## config.mk

```make
export PLATFORM = sky130hd
export DESIGN_NAME = serial_tx
export DESIGN_NICKNAME = d
export VERILOG_FILES = /design/src/rtl/serial_tx.sv
export SDC_FILE = /design/constraint.sdc
export NUM_CORES = 1
export LEC_CHECK = 0
export CORE_MARGIN = 8
export CORE_UTILIZATION = 50
export CTS_CLUSTER_DIAMETER = 30
export DETAILED_ROUTE_END_ITERATION = 8
export PLACE_DENSITY = 0.86
export SETUP_SLACK_MARGIN = 0.2
export SYNTH_ARGS = -nofsm -noshare
export SYNTH_HDL_FRONTEND = slang
export SYNTH_SLANG_ARGS = --single-unit
```

## constraint.sdc

```tcl
create_clock -name clk -period 2.1 [get_ports clk]
set_clock_uncertainty 0.15 [all_clocks]
set_input_delay 0.315 -clock clk [delete_from_list [all_inputs] [get_ports clk]]
set_output_delay 0.315 -clock clk [all_outputs]
set_load 0.05 [all_outputs]
```

## src/rtl/serial_tx.sv

```systemverilog
// rtl/serial_tx.sv - asynchronous serial frame transmitter with valid/ready input
//
// Frames each accepted parallel word as: start bit (0), DATA_W data bits
// LSB first, optional even-parity bit, stop bit (1). Every bit is held on
// the line for CLKS_PER_BIT clock cycles. The line idles high.
//
// Parameters:
//   DATA_W        data bits per frame (>= 1)
//   CLKS_PER_BIT  clock cycles per bit on the line (>= 1)
//   PARITY_EN     1 inserts an even-parity bit before the stop bit
//
// Ports:
//   clk        system clock, rising edge
//   rst        synchronous active-high reset
//   data_in    word to transmit, sampled only on the accept edge
//   valid_in   producer has a word on data_in
//   ready_out  block can accept a word this cycle (IDLE and not in reset)
//   data_out   registered serial line, idles high
//   busy       a frame is in progress
//   tx_done    one-cycle pulse after the frame returns to IDLE

module serial_tx #(
   parameter int DATA_W       = 8,
   parameter int CLKS_PER_BIT = 4,
   parameter int PARITY_EN    = 0
) (
   input  logic              clk,
   input  logic              rst,
   input  logic [DATA_W-1:0] data_in,
   input  logic              valid_in,
   output logic              ready_out,
   output logic              data_out,
   output logic              busy,
   output logic              tx_done
);

   // Counter widths never collapse to zero bits when the range is 1.
   localparam int BAUD_W = (CLKS_PER_BIT > 1) ? $clog2(CLKS_PER_BIT) : 1;
   localparam int BIT_W  = (DATA_W > 1) ? $clog2(DATA_W) : 1;

   localparam logic [BAUD_W-1:0] BAUD_LAST = BAUD_W'(CLKS_PER_BIT - 1);
   localparam logic [BIT_W-1:0]  BIT_LAST  = BIT_W'(DATA_W - 1);

   localparam logic [2:0] S_IDLE   = 3'd0;
   localparam logic [2:0] S_START  = 3'd1;
   localparam logic [2:0] S_DATA   = 3'd2;
   localparam logic [2:0] S_PARITY = 3'd3;
   localparam logic [2:0] S_STOP   = 3'd4;

   logic [2:0]        state;
   logic [DATA_W-1:0] shift_reg;
   logic [DATA_W-1:0] shift_next;
   logic [BIT_W-1:0]  bit_cnt;
   logic [BAUD_W-1:0] baud_cnt;
   logic              parity_bit;
   logic              baud_last;
   logic              accept;

   // ready_out only looks at state and rst, so valid_in never reaches
   // data_out combinationally.
   assign ready_out  = (state == S_IDLE) && !rst;
   assign busy       = (state != S_IDLE);
   assign accept     = valid_in && ready_out;
   assign baud_last  = (baud_cnt == BAUD_LAST);

   // Shifting right exposes the next data bit at bit 0; works for DATA_W = 1.
   assign shift_next = shift_reg >> 1;

   always_ff @(posedge clk) begin
      if (rst) begin
         state      <= S_IDLE;
         data_out   <= 1'b1;
         tx_done    <= 1'b0;
         shift_reg  <= '0;
         bit_cnt    <= '0;
         baud_cnt   <= '0;
         parity_bit <= 1'b0;
      end else begin
         tx_done <= 1'b0;

         if (state == S_IDLE) begin
            baud_cnt <= '0;
            bit_cnt  <= '0;
            if (accept) begin
               shift_reg  <= data_in;
               parity_bit <= ^data_in;
               state      <= S_START;
               data_out   <= 1'b0;
            end
         end else if (!baud_last) begin
            baud_cnt <= baud_cnt + 1'b1;
         end else begin
            // Last cycle of the current bit: move to the next bit.
            baud_cnt <= '0;
            case (state)
               S_START: begin
                  state    <= S_DATA;
                  data_out <= shift_reg[0];
                  bit_cnt  <= '0;
               end

               S_DATA: begin
                  if (bit_cnt == BIT_LAST) begin
                     bit_cnt <= '0;
                     if (PARITY_EN != 0) begin
                        state    <= S_PARITY;
                        data_out <= parity_bit;
                     end else begin
                        state    <= S_STOP;
                        data_out <= 1'b1;
                     end
                  end else begin
                     bit_cnt   <= bit_cnt + 1'b1;
                     shift_reg <= shift_next;
                     data_out  <= shift_next[0];
                  end
               end

               S_PARITY: begin
                  state    <= S_STOP;
                  data_out <= 1'b1;
               end

               S_STOP: begin
                  state    <= S_IDLE;
                  data_out <= 1'b1;
                  tx_done  <= 1'b1;
               end

               default: begin
                  // Unreachable encodings recover to an idle-high line.
                  state    <= S_IDLE;
                  data_out <= 1'b1;
               end
            endcase
         end
      end
   end

endmodule

```

* Yosys cells after proc, flatten, opt, wreduce, memory -nomap -nowiden
Index checks and enable logic that the tools add are counted.
** Cells by class
- Add/subtract/negate cells :: 2
- Eq/ne operators :: 9
- Mux-type cells :: 18
- Bitwise operators :: 1
- Reduce and logical (&&, ||, !) cells :: 15
** Operator list (number)
- two-way mux 8 bit :: 5
- two-way mux 3 bit :: 5
- one-hot mux 3 bit (3 select lines) :: 1
- == test 3 x 2 -> 1 bit, second input constant :: 2
- == test 3 bit, second input constant :: 2
- one-hot mux 3 bit (2 select lines) :: 1
- nonzero test 2 bit :: 3
- OR reduction 3 bit :: 2
- two-way mux 1 bit :: 5
- inequality test 2 bit, second input constant :: 2
- AND reduction 2 bit :: 2
- AND reduction 4 bit :: 1
- adder 3 x 1 -> 3 bit, second input constant :: 1
- == test 3 x 1 -> 1 bit, second input constant :: 1
- logical NOT 3 bit :: 1
- inequality test 3 bit, second input constant :: 1
- AND reduction 3 bit :: 1
- nonzero test 3 bit :: 1
- adder 2 x 1 -> 2 bit, second input constant :: 1
- == test 2 bit, second input constant :: 1
- logical AND 1 bit :: 2
- one-hot mux 1 bit (2 select lines) :: 1
- OR reduction 2 bit :: 1
- logical NOT 1 bit :: 1
- NOT 1 bit :: 1
** Storage, ports and cells
- Register bits after elaboration :: 18
- Bits of input ports :: 11
- Output and inout bits :: 4
- Logic and storage cells :: 51

* Longest topological paths before layout
- Word-level depth :: 5
- Depth in mapped cells :: 7
- Mapped depth without buffers :: 6

* Least setup slack after synthesis
OpenSTA, ideal clock, no wires.
- Kind :: reg-to-output
- From :: register state[1]
- To :: output ready_out
- Data arrival time :: 1.648 ns
- Required time :: 1.635 ns
- Slack :: -0.013 ns
- Cell stages (with the launch flop) :: 6
- Path buffers :: 2
- Cell sequence :: dfxtp_1 > buf_4 > nor3_2 > inv_1 > buf_4 > nor2_1
** Between the ends
- Word-level cells in the longest chain between the ends :: 2
** RTL lines
- start: declaration :: line 50 : logic [2:0] state;
- start signal: assignment :: line 71 : state <= S_IDLE;
- start signal: assignment :: line 87 : state <= S_START;
- start signal: assignment :: line 97 : state <= S_DATA;
- logical NOT 3 bit :: line 61 : assign ready_out = (state == S_IDLE) && !rst;
- logical AND 1 bit :: line 61
- end: declaration :: line 31 : output logic ready_out,
No other way between the ends.

* Worst setup path after layout
- From :: register bit_cnt[0]
- To :: register shift_reg[1]
** Between the ends
- Word-level cells in the longest chain between the ends :: 3
** RTL lines
- start: declaration :: line 53 : logic [BIT_W-1:0] bit_cnt;
- start signal: assignment :: line 113 : bit_cnt <= bit_cnt + 1'b1;
- == test 3 bit :: line 103 : if (bit_cnt == BIT_LAST) begin
- inequality test 2 bit (no source line)
- AND reduction 4 bit (no source line)
- end signal: assignment :: line 85 : shift_reg <= data_in;
- end signal: assignment :: line 114 : shift_reg <= shift_next;
- end: declaration :: line 51 : logic [DATA_W-1:0] shift_reg;
No other way between the ends.
A chain may end at the register's enable or synchronous reset.

==> results.json <==
{
  "status": "completed",
  "core_area_um2": 1690,
  "synth_nets": 117,
  "hold_violations": 0,
  "end_kind": "flop",
  "ys.flop_type": "dfxtp_1",
  "cts-htree-levels": 1,
  "grt_pass1_wl_mm": 3.22,
  "crit_type": "flop to flop",
  "drt-total-wl_mm": 2.05,
  "die_area_um2": 3350,
  "cts.clk_slew.worst_paths_ns": 0.10,
  "diodes": 0,
  "ios": 15,
  "irDropWorstVdd_mv": 0.485,
  "tns_ns": 0,
  "fmax_ghz": 0.548,
  "drive_above_1_share_pct": 14.5,
  "gp_congestion": 0.800,
  "worstPathMaxFanout": 7,
  "clk_path_buf_depth": 2,
  "synthArstFlopShare_pct": 0,
  "drv_cap": 0,
  "fillers": 154,
  "final_max_slew_viol_count": 0,
  "syn_inst": 103,
  "design_area_um2": 1080,
  "leakage_nw": 0.436,
  "synth_seq_area_share_pct": 41.0,
  "finish.utilization_pct": 63.7,
  "min_period_ns": 1.83,
  "synth_cell_types": 28,
  "initial_core_util_pct": 52.0,
  "largest_register_ffs": 8,
  "seqCellArea_um2": 363,
  "multi_input_area_um2": 475,
  "relSlewSlack_pct": 66.4,
  "place.port_buffers": 14,
  "rsz0062_at_grt": "false",
  "holdCritPathClass": "flop to flop",
  "synth_edf_count": 0,
  "grt_start_max_net_pins": 19,
  "insertion_delay_ns": 0.30,
  "grt_pass1_vias": 730,
  "cts_tree": "yes",
  "numCtsBuffers": 3,
  "rows": 15,
  "synth_seq_cells": 18,
  "clock_sinks": 18,
  "vias": 828,
  "die_x_um": 57.9,
  "cts-root-buf": "clkbuf_4",
  "ant_nets": 0,
  "mostFrequentLayoutCells": "16 x nand2_1, 16 x dfxtp_1, 11 x nor2_1",
  "nNetsFinal": 133,
  "drt_iter0_markers": 29,
  "fin_crit_sh_pct": 86.9,
  "worst_pin_slew_ns": 0.503,
  "grt_usage_pct": 12.1,
  "report.final.setup_viol": 0,
  "first_pass_iters": 4,
  "synth_area_um2": 878,
  "hpwl_mm": 1.37,
  "gr-total-overflow": 0,
  "crit_required_ns": 2.13,
  "via_per_inst": 6.18,
  "syn_area_per_cell_um2": 8.53,
  "power_density_nw_per_um2": 693,
  "arrival_ns": 1.86,
  "antenna_found_initial": 0,
  "wire_per_inst_um": 15.3,
  "critPathLaunchType": "flop",
  "die_h_um": 57.9,
  "syn2layout_area_growth_pct": 22.5,
  "synth_warnings": 0,
  "placed_area_um2": 1020,
  "drc": 0
}
critical path, cell delays in order, from the launching register on:
cell and delay [ns]:
dfxtp_1 0.36, ha_1 0.21, ha_1 0.22, nor2_2 0.20
a32o_1 0.33, buf_4 0.17, a311oi_1 0.07
path summary, 6_finish.rpt:
kind | slack (ns) | start | cells after the start | end
worst max-delay path | 0.27 | bit_cnt[0] | 6 | shift_reg[1]
worst min-delay path | 0.29 | baud_cnt[0] | 1 | baud_cnt[0]
worst max register to register | 0.27 | bit_cnt[0] | 6 | shift_reg[1]
worst min register to register | 0.29 | baud_cnt[0] | 1 | baud_cnt[0]
what timing repair did:
item / in CTS / in global routing
setup buffers: 0 / 1
gates resized for setup: 3 / 4
gates cloned: 0 / 1
pin swaps: 0 / 2
setup endpoints to repair: 3 / 9
endpoints found under the hold margin: 0 / 0
hold buffers: 0 / 0
cell usage after synthesis, types with 2 or more instances:
master | count | area, µm²
a21oi_1 | 3 | 15.0
a22o_1 | 3 | 26.3
a22oi_1 | 3 | 22.5
a311oi_1 | 7 | 61.3
and3b_1 | 2 | 17.5
buf_2 | 3 | 15.0
buf_4 | 2 | 15.0
clkbuf_1 | 2 | 7.51
dfxtp_1 | 18 | 360
ha_1 | 3 | 37.5
inv_1 | 4 | 15.0
nand2_1 | 16 | 60.1
nor2_1 | 13 | 48.8
nor2b_1 | 3 | 18.8
nor3_1 | 6 | 30.0
o21ai_0 | 3 | 15.0
kinds of logic after synthesis:
kind of cell | after synthesis | synth area share (%)
and+or+nand+nor | 46 | 26.1
AOI/OAI and AO/OA | 24 | 21.4
DFF | 18 | 41.0
buffers and inverters | 12 | 7.26
adders and majority gates | 3 | 4.27
layout make-up:
class / instances / area share [%]
inverters: 4 / 1.40
well taps: 17 / 1.98
clock buffers: 3 / 2.09
repair buffers: 18 / 16.6
flip-flops and latches: 18 / 33.7
multi-input cells: 74 / 44.2
where the power goes:
group	internal [mW]	switching [mW]	total, mW
clock	0.0669	0.104	0.171
combinational	0.0812	0.110	0.191
sequential	0.364	0.0197	0.383
total	0.512	0.234	0.746
per-layer routing:
metal | global-route usage (%) | wire, µm | part of all wire, %
met1 | 14.0 | 877 | 43
met2 | 20.4 | 1020 | 50
met3 | 2.43 | 107 | 5.2
met4 | 6.29 | 38 | 1.9
met5 | 0 | 0 | 0
per-stage QoR:
step | hold WS, ns | power, mW | std cells | setup slack [ns]
floorplan | 0.255 | 0.507 | 103 | 0.218
global placement | 0.264 | 0.563 | 129 | 0.260
detailed placement | 0.279 | 0.569 | 129 | 0.178
CTS | 0.293 | 0.728 | 132 | 0.214
global route | 0.307 | 0.775 | 134 | 0.186
finish | 0.288 | 0.746 | 134 | 0.275
Power figures use the tool's default switching activity.
